--- src/rtl/obf_key_pkg.sv ---
// Shared types and limits for the obfuscation key loader.
// Related macro: KEY_LOCKOUT_EN (consumed by obf_key_loader).
package obf_key_pkg;

  typedef enum logic [2:0] {
    IDLE    = 3'd0,
    SHIFT   = 3'd1,
    CHECK   = 3'd2,
    ARMED   = 3'd3,
    LOCKOUT = 3'd4
  } state_t;

  localparam int FAIL_CNT_W = 4;
  localparam int KEY_W_MAX  = 64;

endpackage

--- src/rtl/obf_key_shifter.sv ---
// Serial-in key capture: LSB-first shift register, bit counter and running parity.
// at_parity marks that the next accepted bit is the trailing parity bit.
module obf_key_shifter
  import obf_key_pkg::*;
#(
  parameter int KEY_W = 2
) (
  input  logic             clk,
  input  logic             rst,
  input  logic             clear,
  input  logic             shift_en,
  input  logic             bit_in,
  output logic [KEY_W-1:0] shreg,
  output logic             parity,
  output logic             at_parity
);

  localparam int CNT_W = $clog2(KEY_W + 1);

  logic [CNT_W-1:0] bit_cnt;

  if (KEY_W < 1 || KEY_W > KEY_W_MAX) begin : g_bad_key_w
    illegal_key_w_parameter u_bad ();
  end

  assign at_parity = (bit_cnt == CNT_W'(KEY_W));

  always_ff @(posedge clk) begin
    if (rst || clear) begin
      shreg   <= '0;
      bit_cnt <= '0;
      parity  <= 1'b0;
    end else if (shift_en) begin
      // Loop-compare instead of a variable index keeps the select in range for any KEY_W.
      for (int i = 0; i < KEY_W; i++) begin
        if (bit_cnt == CNT_W'(i)) shreg[i] <= bit_in;
      end
      parity  <= parity ^ bit_in;
      bit_cnt <= bit_cnt + CNT_W'(1);
    end
  end

endmodule

--- src/rtl/obf_key_loader.sv ---
// Verified key delivery to the locked c499 netlist; drives DEFAULT_KEY until a load passes parity.
// Optional macro KEY_LOCKOUT_EN: after MAX_FAIL consecutive parity failures, lock until reset.
module obf_key_loader
  import obf_key_pkg::*;
#(
  parameter int               KEY_W       = 2,
  parameter logic [KEY_W-1:0] DEFAULT_KEY = '0,
  parameter int               MAX_FAIL    = 3
) (
  input  logic             clk,
  input  logic             rst,
  input  logic             load_start,
  input  logic             key_bit_valid,
  input  logic             key_bit,
  output logic             key_bit_ready,
  output logic [KEY_W-1:0] key_out,
  output logic             key_valid,
  output logic             key_err,
  output logic             busy,
  output logic             locked_out
);

  if (MAX_FAIL < 1 || MAX_FAIL > 15) begin : g_bad_max_fail
    illegal_max_fail_parameter u_bad ();
  end

  state_t                  state, state_nxt;
  logic [KEY_W-1:0]        key_reg;
  logic [FAIL_CNT_W-1:0]   fail_cnt, fail_cnt_inc;
  logic                    sh_clear, sh_shift, load_go, check_pass, check_fail;
  logic [KEY_W-1:0]        sh_key;
  logic                    sh_parity, sh_at_parity;

  obf_key_shifter #(.KEY_W(KEY_W)) u_shifter (
    .clk       (clk),
    .rst       (rst),
    .clear     (sh_clear),
    .shift_en  (sh_shift),
    .bit_in    (key_bit),
    .shreg     (sh_key),
    .parity    (sh_parity),
    .at_parity (sh_at_parity)
  );

  assign fail_cnt_inc = (fail_cnt == FAIL_CNT_W'(MAX_FAIL)) ? fail_cnt : fail_cnt + FAIL_CNT_W'(1);

  always_comb begin
    state_nxt  = state;
    sh_clear   = 1'b0;
    sh_shift   = 1'b0;
    load_go    = 1'b0;
    check_pass = 1'b0;
    check_fail = 1'b0;
    case (state)
      IDLE, ARMED: begin
        if (load_start) begin
          state_nxt = SHIFT;
          sh_clear  = 1'b1;
          load_go   = 1'b1;
        end
      end
      SHIFT: begin
        // A restart request beats a bit presented in the same cycle.
        if (load_start) begin
          sh_clear = 1'b1;
        end else if (key_bit_valid) begin
          sh_shift = 1'b1;
          if (sh_at_parity) state_nxt = CHECK;
        end
      end
      CHECK: begin
        if (!sh_parity) begin
          check_pass = 1'b1;
          state_nxt  = ARMED;
        end else begin
          check_fail = 1'b1;
          state_nxt  = IDLE;
`ifdef KEY_LOCKOUT_EN
          if (fail_cnt_inc == FAIL_CNT_W'(MAX_FAIL)) state_nxt = LOCKOUT;
`endif
        end
      end
      LOCKOUT: begin
`ifdef KEY_LOCKOUT_EN
        state_nxt = LOCKOUT;
`else
        state_nxt = IDLE;
`endif
      end
      default: state_nxt = IDLE;
    endcase
  end

  always_ff @(posedge clk) begin
    if (rst) begin
      state     <= IDLE;
      key_reg   <= DEFAULT_KEY;
      key_valid <= 1'b0;
      key_err   <= 1'b0;
      fail_cnt  <= '0;
    end else begin
      state <= state_nxt;
      if (load_go) begin
        key_reg   <= DEFAULT_KEY;
        key_valid <= 1'b0;
        key_err   <= 1'b0;
      end
      if (check_pass) begin
        key_reg   <= sh_key;
        key_valid <= 1'b1;
        fail_cnt  <= '0;
      end
      if (check_fail) begin
        key_err  <= 1'b1;
        fail_cnt <= fail_cnt_inc;
      end
    end
  end

  assign key_out       = key_reg;
  assign key_bit_ready = (state == SHIFT);
  assign busy          = (state == SHIFT) || (state == CHECK);
`ifdef KEY_LOCKOUT_EN
  assign locked_out    = (state == LOCKOUT);
`else
  assign locked_out    = 1'b0;
`endif

endmodule
--- config.mk ---
export PLATFORM = sky130hd
export DESIGN_NAME = obf_key_loader
export DESIGN_NICKNAME = d
export VERILOG_FILES = /design/src/rtl/obf_key_pkg.sv /design/src/rtl/obf_key_shifter.sv /design/src/rtl/obf_key_loader.sv
export SDC_FILE = /design/constraint.sdc
export NUM_CORES = 1
export LEC_CHECK = 0
export CAP_MARGIN = 20
export CORE_MARGIN = 4
export CORE_UTILIZATION = 35
export CTS_CLUSTER_SIZE = 14
export DETAILED_ROUTE_END_ITERATION = 10
export GPL_ROUTABILITY_DRIVEN = 0
export MAX_ROUTING_LAYER = met4
export PLACE_DENSITY_LB_ADDON = 0.05
export SYNTH_ARGS = -nofsm -noshare
export SYNTH_HDL_FRONTEND = slang
export SYNTH_SLANG_ARGS = --single-unit
--- constraint.sdc ---
create_clock -name clk -period 3.2 [get_ports clk]
set_input_delay 0.64 -clock clk [delete_from_list [all_inputs] [get_ports clk]]
set_output_delay 0.64 -clock clk [all_outputs]
set_load 0.005 [all_outputs]
# ---- After elaboration in Yosys (flattened, before gate mapping)
# Cells that the tools add are included.
dict set report word_totals {
  latch_bits 0
  wordCells 51
  n_memories 0
  ff_bits 12
  rom_bits 0
  mem_bits_rw 0
  input_bits 5
}
dict set report op_classes {
  n_reduce_logical 11
  n_eq_ne 9
  order_cmp 0
  n_shift 0
  n_mul 0
  div_mod_pow 0
  n_addsub 1
  bitwise_logic 1
  n_mux 21
}
# operator n
set op_table {}
lappend op_table {{$mux 1} 13}
lappend op_table {{$mux 3} 4}
lappend op_table {{$pmux 3 s3} 1}
lappend op_table {{$eq 3x2->1 const B} 2}
lappend op_table {{$mux 2} 3}
lappend op_table {{$ne 2x2->1 const B} 3}
lappend op_table {{$reduce_and 2->1} 2}
lappend op_table {{$reduce_and 4->1} 1}
lappend op_table {{$reduce_bool 2->1} 2}
lappend op_table {{$eq 3x1->1 const B} 1}
lappend op_table {{$logic_not 3->1} 1}
lappend op_table {{$reduce_or 3->1} 1}
lappend op_table {{$add 2x1->2 const B} 1}
lappend op_table {{$eq 2x1->1 const B} 1}
lappend op_table {{$eq 2x2->1 const B} 1}
lappend op_table {{$logic_not 2->1} 1}
lappend op_table {{$logic_or 1x1->1} 2}
lappend op_table {{$ne 2x1->1 const B} 1}
lappend op_table {{$reduce_or 2->1} 1}
lappend op_table {{$xor 1x1->1} 1}

# ---- Depth between registers and ports, before layout
dict set report logic_depth {
  depth_word 5
  depth_mapped 5
}

# ---- Modules after synthesis
# A second synthesis with hierarchy kept.
dict set report hier_totals {
  hier_cells 65
  hier_area_um2 596.8
}
# module area_per_inst_um2 n_inst seq_area_each_um2 cells_per_inst
set modules_own_cells {}
lappend modules_own_cells {obf_key_loader 334.1 1 120.1 40}
lappend modules_own_cells {obf_key_shifter 262.8 1 100.1 25}

# ---- Worst setup path after synthesis
# No wires, ideal clock.
dict set report synth_timing {
  kind {flip-flop to output port}
  from {register state[0]}
  to {output port busy}
  slack_ps 1777
  required_time_ps 2560
  arrival_time_ps 783
  n_path_buf 0
  stages_incl_launch_ff 4
  path_cell_list {dfxtp_1 -> inv_1 -> ha_1 -> inv_1}
}
dict set report synth_via {
  elab_chain_cells 2
  word_cells_on_any_way 3
  cone_classes {eq/ne (2); reduce/logical (1)}
}
# item line
set synth_lines {}
lappend synth_lines {{start: declaration} obf_key_loader.sv:27} ;# state_t state, state_nxt;
lappend synth_lines {{start signal: assignment} obf_key_loader.sv:102} ;# state <= state_nxt;
lappend synth_lines {{$eq 3x1->1 / $eq 3x2->1 (equally long branches)} obf_key_loader.sv:122} ;# assign busy = (state == SHIFT) || (state == CHECK);
lappend synth_lines {{$logic_or 1x1->1 (*)} obf_key_loader.sv:122}
lappend synth_lines {{end: declaration} obf_key_loader.sv:19} ;# output logic busy,
# Mark *: on every way between the ends. The rest lies on a longest branch, timed or not.

# ---- Worst setup path in the final report
# Ends and elaborated chain as after synthesis.

==> out/qor.csv <==
stage;metric;value;unit
grt;grt_pass1_vias;461;
worst_hold_path;hp-class;reg2reg;
grt;grt_start_max_net_pins;9;
critical_path;crit_start;state[0]$_SDFFE_PP0P_;
yosys;synthDistinctLibCells;23;
worst_hold_path;hold_start;key_out[0]$_SDFFE_PP0P_;
placement;dp.final_hpwl;877;um
yosys;seq_area_frac_synth;38.1;%
cts;cts_htree_levels;1;
detailed_routing;finalWirelength;1180;um
cts;clk_latency;0.27;ns
critical_path;worstPathArrival;1.62;ns
timing;drv_slew;0;
cts;cts_setup_buffers;0;
die;row_count;14;
yosys;ys_ff_latch;11;
die;design.core.area;1540;sq um
die;ios;12;
yosys;postSynthCellCount;62;
final_layout;final_area;717;sq um
timing;fmax;442;MHz
grt;antenna_found_initial;0;
cts;cts_tree;yes;
placement;pre_cts_ws;1.22;ns
yosys;yosys_warnings;0;
worst_hold_path;min_path_cells;2;
detailed_routing;first_pass_iters;4;
outcome;status;complete, no violations;
final_layout;area_growth;24.0;%
yosys;synth_area_leaders;dfxtp_1 38%, ha_1 15%, mux2i_1 5.2%;
pwr;ir_drop;0.000260;V
detailed_routing;wl_per_cell;13.0;um
yosys;yosysTopAreaCellShare;38.1;%
critical_path;critPathLaunchType;register;
die;dieHeight;48.6;um
detailed_routing;route.detailed.drc;0;
die;start_util;37.5;%
critical_path;worst-setup-path-type;reg2out;
cts;clockBufferDepth;2;
timing;period_needed;2.26;ns
cts;clk_pin_slew_worst_paths;0.07;ns
cts;cts_buffers;3;
critical_path;path_cells;inv_1, ha_1, inv_1, clkdlybuf4s50_1;
cts;post_cts_resized;0;
critical_path;crit_top_cell;inv_1;
timing;rsz0062_at_grt;no;
yosys;netlist.top_cell.by_area;dfxtp_1;
detailed_routing;ant_nets;0;
final_layout;fin_nets;88;
yosys;syn_avg_cell_area;9.32;sq um
critical_path;cpMaxStageDelayCell;clkdlybuf4s50_1;
timing;final_hold_viol_count;0;
critical_path;cp_max_fo;4;
cts;hold_buffers;0;
critical_path;slowest_delay;0.49;ns
final_layout;fill_cells;167;
critical_path;r2r_slack;1.64;ns
detailed_routing;routed_via_density;4.89;
timing;setup_viol;0;
cts;clock_sinks;11;
timing;fin_crit_sh;70.7;%
critical_path;cp-end-kind;output port;
final_layout;antenna_cells;0;
timing;setup_slack;0.936;ns
timing;skew;0.00296;ns
final_layout;drive_gt1_share;5.33;%
yosys;syn_area;578;sq um
die;die_x;48.6;um
critical_path;reg2regPathDepth;5;
die;die-area;2370;sq um
critical_path;crit_required;2.56;ns
timing;tns;0;ns
placement;io_buffers;10;
pwr;leakage;0.298;nW
pwr;power-per-cell-area;663;nW/um^2
placement;place_area;691;sq um
detailed_routing;via_count;445;
cts;cts-root-buf;clkbuf_4;
yosys;synth_nets;74;
grt;grt_pass1_wl;2050;um
grt;grt_use_total;11.5;%
critical_path;timing.rr.start;state[0]$_SDFFE_PP0P_;
detailed_routing;drt_iter0_markers;4;
run;drv_cap;0;
grt;grt.overflow.total;0;
[path summary, 6_finish.rpt]
check                                          endpoint
worst max-delay path                               busy
worst min-delay path            key_out[0]$_SDFFE_PP0P_
worst max register to register    state[0]$_SDFFE_PP0P_
worst min register to register  key_out[0]$_SDFFE_PP0P_
[cells in the final DEF (no fill, tap or decap)]
master / n
nor4_1: 1
nand2_1: 3
dfxtp_1: 11
xnor2_1: 1
clkbuf_1: 1
a21o_1: 1
clkbuf_4: 3
nand3b_1: 1
a2111oi_0: 1
xor2_1: 1
a22oi_1: 1
nor2b_1: 3
nand2b_4: 1
nand2b_1: 1
a211o_1: 1
nand3_1: 2
inv_1: 6
mux2i_1: 3
a211oi_1: 2
ha_1: 7
nor2_1: 7
nand4b_1: 3
a21oi_1: 3
clkdlybuf4s50_1: 10
conb_1: 1
[area by class of cell]
class	count	area, sq um	area share [%]
Clock buffer	4	26.3	3.66
Tap cell	16	20.0	2.79
Multi-Input combinational cell	44	328	45.7
Timing Repair Buffer	10	100	14.0
Sequential cell	11	220	30.7
Inverter	6	22.5	3.14
[power breakdown]
part,internal (mW),total [mW],switching (mW)
sequential,0.154,0.168,0.0142
clock,0.0483,0.0964,0.0481
combinational,0.103,0.211,0.108
total,0.305,0.476,0.170
[critical path: cells and delay by family, from the launching register on]
| kind | cells | cell delay (ns) |
|---|---|---|
| buffers and inverters | 3 | 0.65 |
| DFF | 1 | 0.37 |
| adders and majority gates | 1 | 0.34 |
[flip-flops by register name, indices dropped and copies added, names as in the netlist]
signal / cells
u_shifter.shreg: 2
state: 2
u_shifter.bit_cnt: 2
u_shifter.parity: 1
key_valid: 1
key_err: 1
key_out: 2
[cells by family after synthesis]
kind of cell / share of synthesized area [%]
AO/OA/AOI/OAI: 10.8
multiplexers: 5.20
AND/OR/NAND/NOR: 21.9
XOR/XNOR: 3.03
flip-flops: 38.1
adder cells (fa/ha/maj): 15.2
other: 0.649
buffers and inverters: 5.20
[layer usage]
metal / track usage (%) / vias up / routed length [um]
met5: - / - / 0
met4: 4.48 / 0 / 13
met3: 5.52 / 2 / 74
met2: 17.2 / 10 / 525
met1: 13.2 / 199 / 570
li1: - / 234 / -
[metrics by stage]
stage	hold WS [ns]	total power, mW	instances	utilization [%]
detailed placement	0.468	0.380	87	44.8
global placement	0.458	0.382	87	44.8
finish	0.478	0.476	91	46.5
global route	0.511	0.515	91	46.5
CTS	0.478	0.480	91	46.5
floorplan	0.425	0.301	62	-
[synth_stat cells]
master	count
xnor2_1	1
nand3b_1	1
xor2_1	1
nor2_1	7
ha_1	7
a2111oi_0	1
inv_1	6
nor4_1	1
nand3_1	2
a22oi_1	1
nand2_1	3
nand4b_1	3
buf_4	1
nand2b_1	1
nand2b_4	1
nor2b_1	3
mux2i_1	3
conb_1	1
a21o_1	1
dfxtp_1	11
a21oi_1	3
a211o_1	1
a211oi_1	2
Note: power is estimated with default switching activity, not from simulation.
